**src/rtl/ram_clr.sv**
```systemverilog
// Small single-read/single-write RAM that reloads a known pattern (DEPTH-addr) after reset
// and can be bulk-zeroed on request; requests arriving during a fill are dropped and flagged.
module ram_clr #(
  parameter int N = 8,
  parameter int A = 3
) (
  input  logic         clk,
  input  logic         clr,
  input  logic         rd_en,
  input  logic [A-1:0] rd_addr,
  input  logic         wr_en,
  input  logic [A-1:0] wr_addr,
  input  logic [N-1:0] wr_data,
  input  logic         zero_req,
  output logic [N-1:0] q,
  output logic         rd_valid,
  output logic         busy,
  output logic         rej,
  output logic [1:0]   state_dbg
);

  localparam int DEPTH = 1 << A;

  typedef enum logic [1:0] {
    INIT = 2'd0,
    IDLE = 2'd1,
    ZERO = 2'd2
  } state_t;

  // Handshake: rd_en/wr_en/zero_req are single-cycle requests sampled on the rising edge;
  // they are accepted only in IDLE. rd_valid and rej are registered one-cycle responses.
  state_t         state;
  logic [A-1:0]   cnt;
  logic [N-1:0]   mem [DEPTH];
  logic [N-1:0]   fill_val;

  assign busy      = (state != IDLE);
  assign state_dbg = state;

  always_comb begin
    fill_val = '0;
    if (state == INIT) fill_val = N'(DEPTH - int'(cnt));
  end

  // Array has no reset; writes are held off while clr is asserted so INIT restarts cleanly.
  always_ff @(posedge clk) begin
    if (!clr) begin
      if (state != IDLE)
        mem[cnt] <= fill_val;
      else if (wr_en && !zero_req)
        mem[wr_addr] <= wr_data;
    end
  end

  always_ff @(posedge clk or posedge clr) begin
    if (clr) begin
      state    <= INIT;
      cnt      <= '0;
      q        <= '0;
      rd_valid <= 1'b0;
      rej      <= 1'b0;
    end else begin
      rd_valid <= 1'b0;
      rej      <= 1'b0;
      case (state)
        INIT, ZERO: begin
          if (rd_en || wr_en) rej <= 1'b1;
          cnt <= cnt + 1'b1;
          if (cnt == '1) state <= IDLE;
        end
        IDLE: begin
          // Read uses the pre-write array contents, giving read-before-write ordering.
          if (rd_en) begin
            q        <= mem[rd_addr];
            rd_valid <= 1'b1;
          end
          if (zero_req) begin
            state <= ZERO;
            cnt   <= '0;
            if (wr_en) rej <= 1'b1;
          end
        end
        default: begin
          state <= INIT;
          cnt   <= '0;
        end
      endcase
    end
  end

endmodule

```
**config.mk**
```make
export PLATFORM = sky130hd
export DESIGN_NAME = ram_clr
export DESIGN_NICKNAME = d
export VERILOG_FILES = /design/src/rtl/ram_clr.sv
export SDC_FILE = /design/constraint.sdc
export NUM_CORES = 1
export LEC_CHECK = 0
export ABC_AREA = 1
export BUFFER_PORTS_ARGS = -buffer_cell sky130_fd_sc_hd__buf_2
export CAP_MARGIN = 0
export CORE_MARGIN = 2
export CORE_UTILIZATION = 63
export CTS_CLUSTER_DIAMETER = 40
export DETAILED_ROUTE_END_ITERATION = 10
export GPL_TIMING_DRIVEN = 1
export HOLD_SLACK_MARGIN = 0.08
export PLACE_DENSITY_LB_ADDON = 0.1
export SLEW_MARGIN = 15
export SYNTH_ARGS = -nofsm -noshare
export SYNTH_HDL_FRONTEND = slang
export SYNTH_SLANG_ARGS = --single-unit
```
**constraint.sdc**
```tcl
create_clock -name clk -period 3.91 [get_ports clk]
set_input_delay 0.1955 -clock clk [delete_from_list [all_inputs] [get_ports clk]]
set_output_delay 0.1955 -clock clk [all_outputs]
set_load 0.01 [all_outputs]
```
# Word level (Yosys, flattened, before mapping)
# Memory sizes are Yosys's and may differ from the RTL's. A register that Yosys moved wholly into a read port is not among the register bits.
# Index checks and enable logic that the tools add are counted.
# op_classes
add_sub_neg	2
n_eq_ne	6
mux	22
reduce_logical	8
# ops
cell	n
2-to-1 mux 8 bit	2
2-to-1 mux 1 bit	13
OR reduction 8 bit	1
2-to-1 mux 3 bit	2
case mux 3 bit (2 select lines)	1
subtractor 4 x 3 -> 5 bit, first input constant	1
2-to-1 mux 2 bit	2
!= test 2 bit, second input constant	2
case mux 2 bit (2 select lines)	1
AND reduction 2 bit	2
adder 3 x 1 -> 3 bit, second input constant	1
equality test 3 bit, second input constant	1
equality test 2 x 1 -> 1 bit, second input constant	1
equality test 2 bit, second input constant	1
zero test 2 bit	1
!= test 2 x 1 -> 1 bit, second input constant	1
case mux 1 bit (2 select lines)	1
OR reduction 2 bit	1
logical AND 1 bit	1
zero test 1 bit	1
logical OR 1 bit	1
# word_totals
register_bits	7
ram_bits	64
in_bits	19
output_inout_bits	13
wordCells	43
mem_count	1
# mem_list
name	words	word_bits	read_ports	rd_clocked_by_memory_dff	wr	line_no	text
mem	8	8	1	1	1	34	logic [N-1:0] mem [DEPTH];

# Logic depth before layout (Yosys ltp)
# Gate-level depths: netlist of run 1.
# depth
word_depth	8
depth_mapped	9
depth_no_buf	8

# Worst setup path after synthesis of run 1
# OpenSTA, ideal clock, no wires.
# synth_path
path_type	register to register
start	reg state[0], in the netlist state_dbg[0]
end	mem mem[0][0], enable pin
setup_ns	0.370
t_arrival_ns	1.489
t_required_ns	3.540
setup_slack_ns	2.051
path_stages_with_launch	8
path_buffers	1
synth_period_minus_slack_ns	1.859
cell_sequence	dfrtp_1 -> nand2_4 -> nor2_8 -> nand2_4 -> buf_6 -> nand2_8 -> nand3_4 -> nor2_1
# synth_between
elab_chain_cells	6
word_cells_on_any_way	10
classes_between	1 x eq/ne; 8 x mux; 1 x reduce/logical
# synth_lines
item	line_no	text
start: declaration	32	state_t state;
start signal: assignment	57	state <= INIT;
start signal: assignment	69	if (cnt == '1) state <= IDLE;
start signal: assignment	78	state <= ZERO;
!= test 2 x 1 -> 1 bit (*)	-	
via busy	17	output logic busy,
2-to-1 mux 1 bit	48	if (state != IDLE)
2-to-1 mux 1 bit	47	if (!clr) begin
2-to-1 mux 1 bit (implied by the code)	51	mem[wr_addr] <= wr_data;
OR reduction 8 bit (no line)	-	
2-to-1 mux 3 bit (no line) / 2-to-1 mux 1 bit (equally long branches)	-	
end: declaration	34	
# The timed path passes the listed nets; every way through them passes the cells marked *.

# Worst setup path in the final report of run 1
# layout_path
start	in clr
end	mem mem[3][4], enable pin
# layout_between
elab_chain_cells	4
word_cells_on_any_way	7
classes_between	6 x mux; 1 x reduce/logical
# layout_lines
item	line_no	text
start: declaration	8	input logic clr,
2-to-1 mux 1 bit	47	
2-to-1 mux 1 bit (implied by the code)	51	
OR reduction 8 bit (no line)	-	
2-to-1 mux 3 bit (no line) / 2-to-1 mux 1 bit (equally long branches)	-	
# Parallel ways exist; a longest one is shown, timed or not.

==> results of run 1 <==
repair_timing:
item,4_1_cts,5_1_grt
hold endpoints to repair,15,0
setup buffers,0,0
hold buffers,1,0
worst register-to-register path, cell delays in order, from the launching register on:
cell and delay (ps):
dfrtp_1 500, nand2_4 120, nor2_8 150, nand3_1 160, nand2_1 120, nand2_2 80, nor2_1 560
stage by stage:
stage	std cells	util
3_5_place_dp	462	0.688
4_1_cts	479	0.723
3_3_place_gp	462	0.688
2_1_floorplan	370	-
6_report	479	0.723
5_1_grt	479	0.723
report_power, final:
| group | internal (mW) | switching, mW | total, mW | leakage, nW |
|---|---|---|---|---|
| Clock | 0.289 | 0.280 | 0.569 | 0.0924 |
| Combinational | 0.194 | 0.450 | 0.645 | 1.02 |
| Sequential | 1.17 | 0.0751 | 1.24 | 0.786 |
kinds of logic after synthesis:
group                    after synthesis  synth area share
adder cells (fa/ha/maj)                3            0.0104
AO/OA/AOI/OAI                         12            0.0171
AND/OR/NAND/NOR                      195             0.244
buffers and inverters                 81            0.0888
flip-flops                            79             0.639
worst min-delay path by stage:
stage / slack, ps / to
finish: 190 / rej
global route: 180 / rej
CTS: 160 / rej
detailed placement: 340 / cnt[2]
global placement: 320 / cnt[0]
floorplan: 110 / cnt[0]
placed cells by master, fill, tap and decap left out:
master and instances:
nand2_4 2, nand2_8 1, clkinv_1 2, nor2_8 1, buf_2 31, o22ai_1 1
nand3_4 1, a21oi_1 4, buf_4 1, dfrtp_1 15, o21ai_1 2, o21ai_0 5
inv_1 67, inv_2 1, clkbuf_8 9, edfxtp_1 64, clkinvlp_4 2, bufinv_16 1
ha_1 3, nand3_1 52, dlygate4sd3_1 1, nor2_1 13, nand3b_1 2, clkinv_2 3
nand2_1 120, nand2_2 2, nor2_4 1
final cells by class:
| type | instances | area, um2 |
|---|---|---|
| clock buffers | 9 | 124 |
| clock inverters | 7 | 63.8 |
| fillers | 400 | 1520 |
| inverters | 69 | 259 |
| multi-input cells | 210 | 977 |
| flip-flops and latches | 79 | 2300 |
| well taps | 72 | 90.1 |
| repair buffers | 33 | 173 |
routing by layer:
metal | wire (um) | vias to the layer above | track usage
li1 | - | 1235 | -
met1 | 3060 | 1194 | 0.348
met2 | 3870 | 92 | 0.439
met3 | 542 | 12 | 0.0769
met4 | 129 | 0 | 0.117
met5 | 0 | - | 0
state kept, by name, summed over array words and instances (netlist names):
signal     flops
rej            1
rd_valid       1
mem           64
q              8
state_dbg      2
cnt            3
==> flow_metrics.py, run 1 <==
metrics = {
    "run_status": {
        "status": "completed",
    },
    "critical_path": {
        "ff2ff_path_depth": 6,
        "cp.arrival_ps": 2390,
        "critPathBufInv": 3,
        "critPathCapture": "mem[3][4]",
        "r2r-end": "mem[3][4]",
        "crit_fanout": 16,
        "rrSetupSlack_ps": 1840,
        "cp.depth": 7,
        "max_stage_delay_ps": 560,
        "worstPathRequired_ps": 3890,
        "path_cells": "dlygate4sd3_1 > buf_2 > inv_1 > nand2_1 > nand2_8 > nand2_2 > nor2_1",
        "path_delay_family": "buffers and inverters",
        "worstSetupPathType": "in2reg",
        "cp_slowest_cell": "nor2_1",
        "startpoint_type": "primary input",
        "setup.worst_path.end_class": "flip-flop",
        "startpoint": "clr",
        "r2r_start": "state_dbg[0]",
    },
    "synthesis": {
        "syn-num-nets": 392,
        "ys_top_cells_by_area": "edfxtp_1, nand2_1, dfrtp_1",
        "synth_ff_type": "edfxtp_1",
        "ys_ff_latch": 79,
        "synth_common_cells": "nand2_1, inv_1, edfxtp_1",
        "synthCells": 370,
        "synth.largest_area_cell": "edfxtp_1",
        "synth.distinct_cells": 24,
        "synth_top_area_share": 0.535,
        "yosysMostFrequentCell": "nand2_1",
        "syn_area_um2": 3590,
        "async_flop_share": 0.190,
        "synth_seq_area_share": 0.639,
        "ys_warn_count": 0,
        "avgSynthCellArea_um2": 9.71,
        "synth_edf_count": 64,
    },
    "timing": {
        "period_minus_slack_ps": 2400,
        "slew_violations": 0,
        "clock_skew_ps": 10.8,
        "fmax_mhz": 416,
        "worst_slew_pin_slew_ps": 961,
        "setup_tns_ps": 0,
        "setup_slack_ps": 1510,
        "whs_ps": 186,
        "setup_viol": 0,
        "rsz0062_at_grt": "no",
        "finalHoldViolCount": 0,
        "period_share": 0.615,
        "slew_headroom": 0.359,
    },
    "global_routing": {
        "grt_max_degree": 34,
        "grt_first_pass_wirelength_um": 12100,
        "grt_overflow_total": 0,
        "antenna_found_initial": 0,
        "grt.total_usage": 0.273,
        "grt_pass1_vias": 2467,
    },
    "clocking": {
        "ctsResizeCount": 0,
        "clkTransAtPathRegs_ps": 80,
        "cts-root-buf": "clkbuf_8",
        "cts-buffers-inserted": 9,
        "clock_latency_ps": 350,
        "tritoncts": "built",
        "clock_sinks": 79,
        "cts_buffer_depth": 2,
        "htreeDepth": 3,
    },
    "floorplanning": {
        "coreArea_um2": 5510,
        "start_util": 0.653,
        "io_pins": 32,
        "dieHeight_um": 79.5,
        "die_w_um": 79.5,
        "row_count": 27,
        "dieArea_um2": 6320,
    },
    "final_layout": {
        "nets": 424,
        "antennaDiodeCount": 0,
        "area_delta_synth_final_pct": 10.9,
        "final_area_um2": 3980,
        "drive_gt1_frac": 0.138,
    },
    "placed_design": {
        "dp_hpwl_um": 5400,
        "placement.cell_area_um2": 3790,
        "gp_congestion": 0.880,
        "place_worst_setup_slack_ps": 1650,
        "io_buffers": 31,
    },
    "power": {
        "ir_drop_mv": 0.429,
        "power_mw": 2.46,
        "cellLeakagePower_nw": 1.90,
        "cellPowerDensity_nw_per_um2": 617,
    },
    "hold_path": {
        "hp-class": "in2reg",
        "worstHoldPathCells": 3,
        "worstHoldStart": "wr_en",
    },
    "route": {
        "drtIter0Drc": 374,
        "ant_nets": 0,
        "vias_per_cell": 5.29,
        "firstDrtPassIters": 7,
        "avgRoutedWirePerCell_um": 15.9,
        "vias": 2533,
        "drt_wl_total_um": 7610,
        "drc": 0,
    },
    "run": {
        "maxCapViolations": 0,
    },
}
(Power assumes the default switching activity.)
==> run 2, diff against run 1 <==
CORE_UTILIZATION = 53   (was 63)
clock period = 1.9 ns   (was 3.91 ns; I/O delays follow)
==> run 2 against run 1 <==
Worst setup slack got worse by 1400 ps. Final area up 3.6%. Register-to-register slack got worse by 1700 ps. Worst hold slack lost 81 ps. Die area up 18%. Clock-buffer cell count increased by 5. Global-route usage is 4.6 points lower. Via count decreased by 0.99%. Clock skew decreased by 2.3 ps. Cell count increased by 6.1%. Core utilization down 11 points. Critical path type is now reg2reg. Critical endpoint is now mem[4][3].
==> flow_metrics.py, run 2 (synthesis gave the netlist of run 1 again) <==
metrics = {
    "route": {
        "firstDrtPassIters": 5,
        "ant_nets": 0,
        "vias_per_cell": 4.94,
        "avgRoutedWirePerCell_um": 14.6,
        "vias": 2508,
        "drtIter0Drc": 225,
        "drc": 0,
        "drt_wl_total_um": 7430,
    },
    "critical_path": {
        "crit_fanout": 11,
        "setup.worst_path.end_class": "flip-flop",
        "path_cells": "nand2_4 > nor2_8 > nand2_4 > nand2_1 > nand3_4 > nor2_1 > buf_4",
        "cp.arrival_ps": 1820,
        "startpoint_type": "flip-flop",
        "worstSetupPathType": "reg2reg",
        "worstPathRequired_ps": 1950,
        "max_stage_delay_ps": 510,
        "crit_top_cell": "nand2_4",
        "cp_slowest_cell": "dfrtp_1",
    },
    "final_layout": {
        "nets": 445,
        "final_cell_mix": "nand2_1, inv_1, edfxtp_1, nand3_1, buf_2",
        "antennaDiodeCount": 0,
        "final_common_cell": "nand2_1",
        "reg_top3": "mem (64), q (8), cnt (3)",
        "largest_reg_flops": 64,
        "fill_cells": 566,
        "drive_gt1_frac": 0.171,
        "area_delta_synth_final_pct": 14.9,
        "final_area_um2": 4130,
        "top_register": "mem",
    },
    "clocking": {
        "cts-buffers-inserted": 9,
        "clock_latency_ps": 340,
        "hold_buffers": 2,
        "tritoncts": "built",
        "htreeDepth": 3,
        "clock_sinks": 79,
        "cts_buffer_depth": 2,
        "clkTransAtPathRegs_ps": 70,
        "cts-root-buf": "clkbuf_8",
        "ctsResizeCount": 0,
        "post_cts.repair.setup_buffers": 0,
    },
    "global_routing": {
        "grt.total_usage": 0.226,
        "grt_max_degree": 33,
        "grt_first_pass_wirelength_um": 12400,
        "grt_pass1_vias": 2519,
        "antenna_found_initial": 0,
        "grt_overflow_total": 0,
    },
    "floorplanning": {
        "dieArea_um2": 7450,
        "start_util": 0.538,
        "row_count": 30,
        "dieHeight_um": 86.3,
        "coreArea_um2": 6680,
        "io_pins": 32,
        "die_w_um": 86.3,
    },
    "power": {
        "cellPowerDensity_nw_per_um2": 1220,
        "power.internal_mw": 3.40,
        "pwr-share-seq": 0.509,
        "switching_power_mw": 1.63,
        "ir_drop_mv": 0.842,
        "cellLeakagePower_nw": 2.00,
        "swShare": 0.324,
        "p_comb_frac": 0.281,
        "clkPwrFrac": 0.209,
    },
    "timing": {
        "slew_headroom": 0.694,
        "worst_slew_pin_slew_ps": 458,
        "setup_tns_ps": 0,
        "period_share": 0.935,
        "slew_violations": 0,
        "period_minus_slack_ps": 1780,
        "clock_skew_ps": 8.49,
        "fmax_mhz": 563,
        "setup_viol": 0,
        "finalHoldViolCount": 0,
        "rsz0062_at_grt": "no",
    },
    "placed_design": {
        "io_buffers": 31,
        "gp_congestion": 0.856,
        "placement.cell_area_um2": 3950,
        "dp_hpwl_um": 5520,
    },
    "run_status": {
        "status": "completed",
    },
    "run": {
        "maxCapViolations": 0,
    },
    "hold_path": {
        "hp-class": "in2reg",
    },
}
run 2: layout make-up:
type | instances | area [um2] | share of cell area
clock buffers | 14 | 153 | 0.0370
well taps | 80 | 100 | 0.0242
clock inverters | 2 | 10.0 | 0.00242
inverters | 69 | 259 | 0.0627
flip-flops and latches | 79 | 2300 | 0.556
repair buffers | 54 | 333 | 0.0806
multi-input cells | 210 | 977 | 0.237
run 2: final timing paths:
kind	from	endpoint	slack, ps	cells past startpoint
min in group asynchronous	clr	cnt[0]	360	4
max	state_dbg[0]	mem[4][3]	120	7
min reg2reg	q[3]	q[3]	470	2
max in group asynchronous	clr	q[3]	1350	4
max reg2reg	state_dbg[0]	mem[4][3]	120	7
min	zero_req	state_dbg[1]	100	3
run 2: power groups by stage:
stage	clock, mW	combinational [mW]	sequential, mW
floorplan	0	0.809	2.61
global route	1.15	1.61	2.60
CTS	1.07	1.43	2.56
finish	1.05	1.41	2.56
detailed placement	0	1.42	2.60
global placement	0	1.42	2.59
run 2: stage by stage:
step	hold slack, ps	total power, mW	instances	worst slack, ps	utilization
3_3_place_gp	174	4.01	490	200	0.591
2_1_floorplan	4.68	3.42	370	40.6	-
5_1_grt	106	5.36	508	11.5	0.618
6_report	105	5.03	508	124	0.618
4_1_cts	80.8	5.07	508	109	0.618
3_5_place_dp	176	4.02	490	124	0.591
run 2: critical path, delay by kind of cell (launching register included):
family	cells	cell delay [ps]
AND/OR/NAND/NOR	6	800
flip-flops	1	510
buffers and inverters	1	180
run 2: metal layers:
| layer | vias up | GRT usage | wire length (um) |
|---|---|---|---|
| met5 | - | 0 | 0 |
| met4 | 0 | 0.0781 | 104 |
| met3 | 9 | 0.0524 | 458 |
| met2 | 76 | 0.369 | 3560 |
| met1 | 1144 | 0.300 | 3310 |
| li1 | 1279 | - | - |
==> run 3, diff against run 2 <==
CORE_UTILIZATION = 63   (was 53)
clock period = 2.2 ns   (was 1.9 ns; I/O delays follow)
==> run 3 against run 2 <==
Cell count shrank 2.0%. Register-to-register slack gained 280 ps. Final area shrank 0.39%. Sequential power shrank 14%. Total power shrank 14%. Clock skew is essentially flat. Via count grew 3.8%. Flip-flop and latch count is the same. Non-clock buffer count shrank 2. Worst setup slack gained 280 ps. Clock-buffer cell count shrank 5.
==> flow_metrics.py, run 3 (synthesis gave the netlist of run 1 again) <==
metrics = {
    "critical_path": {
        "path_cells": "nand2_4 > nor2_8 > nand2_4 > nand2_1 > nand3_4 > nor2_1 > buf_4",
        "max_stage_delay_ps": 490,
        "setup.worst_path.end_class": "flip-flop",
        "rrSetupSlack_ps": 400,
        "worstPathRequired_ps": 2260,
        "cp.arrival_ps": 1860,
        "cp_slowest_cell": "dfrtp_1",
        "r2r_start": "state_dbg[0]",
        "ff2ff_path_depth": 7,
        "crit_top_cell": "nand2_4",
        "crit_fanout": 11,
        "worstSetupPathType": "reg2reg",
        "startpoint": "state_dbg[0]",
        "startpoint_type": "flip-flop",
    },
    "route": {
        "vias_per_cell": 5.23,
        "drt_wl_total_um": 7830,
        "firstDrtPassIters": 6,
        "drtIter0Drc": 353,
        "avgRoutedWirePerCell_um": 15.7,
        "vias": 2603,
        "drc": 0,
        "ant_nets": 0,
    },
    "clocking": {
        "htreeDepth": 3,
        "ctsResizeCount": 0,
        "tritoncts": "built",
        "cts_buffer_depth": 2,
        "clkTransAtPathRegs_ps": 80,
        "cts-buffers-inserted": 9,
        "clock_latency_ps": 350,
        "clock_sinks": 79,
        "cts-root-buf": "clkbuf_8",
    },
    "final_layout": {
        "regArea_um2": 2300,
        "antennaDiodeCount": 0,
        "drive_gt1_frac": 0.176,
        "final_common_cell": "nand2_1",
        "area_delta_synth_final_pct": 14.4,
        "top_register": "mem",
        "fill_cells": 380,
        "nets": 443,
        "multiInputGateArea_um2": 977,
        "reg_top3": "mem (64), q (8), cnt (3)",
        "final_cell_count_no_fill": 498,
        "final_cell_mix": "nand2_1, inv_1, edfxtp_1, nand3_1, buf_2",
        "largest_reg_flops": 64,
    },
    "timing": {
        "setup_slack_ps": 401,
        "setup_tns_ps": 0,
        "worst_slew_pin_slew_ps": 773,
        "setup_viol": 0,
        "finalHoldViolCount": 0,
        "rsz0062_at_grt": "no",
        "slew_headroom": 0.479,
        "slew_violations": 0,
        "period_share": 0.818,
        "fmax_mhz": 556,
        "clock_skew_ps": 8.11,
        "period_minus_slack_ps": 1800,
    },
    "hold_path": {
        "worstHoldStart": "zero_req",
        "worstHoldPathCells": 3,
        "hp-class": "in2reg",
    },
    "global_routing": {
        "grt_first_pass_wirelength_um": 12700,
        "grt.total_usage": 0.272,
        "antenna_found_initial": 0,
        "grt_max_degree": 33,
        "grt_overflow_total": 0,
        "grt_pass1_vias": 2486,
    },
    "floorplanning": {
        "coreArea_um2": 5510,
        "die_w_um": 79.5,
        "io_pins": 32,
        "row_count": 27,
        "dieArea_um2": 6320,
        "start_util": 0.653,
        "dieHeight_um": 79.5,
    },
    "run_status": {
        "status": "completed",
    },
    "placed_design": {
        "dp.cells": 481,
        "io_buffers": 31,
        "gp_congestion": 0.814,
        "dp_hpwl_um": 5590,
        "place_worst_setup_slack_ps": 413,
    },
    "power": {
        "cellPowerDensity_nw_per_um2": 1060,
        "cellLeakagePower_nw": 1.99,
        "ir_drop_mv": 0.911,
    },
    "run": {
        "maxCapViolations": 0,
    },
}
run 3: per-stage QoR:
step	power (mW)	hold WS (ps)	utilization	cell area, um2
after floorplan	2.96	19.7	-	3590
final	4.34	97.3	0.747	4110
after global routing	4.61	96.6	0.747	4110
after detailed placement	3.44	188	0.713	3930
after CTS	4.36	91.1	0.747	4110
after global placement	3.38	179	0.713	3930
run 3: timing repair:
item                      in CTS  in global routing
hold buffers                   1                  0
setup buffers                  0                  0
hold endpoints to repair      15                  0
run 3: routing by layer:
metal,share of wire,GRT usage,up-vias
li1,-,-,1273
met1,0.43,0.384,1207
met2,0.48,0.434,115
met3,0.079,0.0577,8
met4,0.010,0.0672,0
met5,0,0,-
run 3: final cells by class:
type | count | share of cell area
timing repair buffer | 52 | 0.0767
multi-input combinational | 210 | 0.238
inverter | 69 | 0.0630
clock buffer | 9 | 0.0301
sequential | 79 | 0.559
tap | 72 | 0.0219
clock inverter | 7 | 0.0122
run 3: critical path: cells and delay by family, from the launching register on:
kind	cells	cell delay [ps]
buf+inv	1	190
flops	1	490
simple gates	6	820
run 3: power breakdown:
part           leakage [nW]  internal (mW)  total, mW  switching (mW)
Sequential            0.786           2.08       2.20           0.127
Clock                0.0828          0.408      0.941           0.532
Combinational          1.12          0.383       1.20           0.816
Total                  1.99           2.87       4.34            1.48
run 3: worst paths after layout:
check / end
setup / recovery: mem[6][3]
hold / removal: state_dbg[1]
setup reg to reg: mem[6][3]
hold reg to reg: q[2]
max in group asynchronous: q[2]
min in group asynchronous: cnt[1]
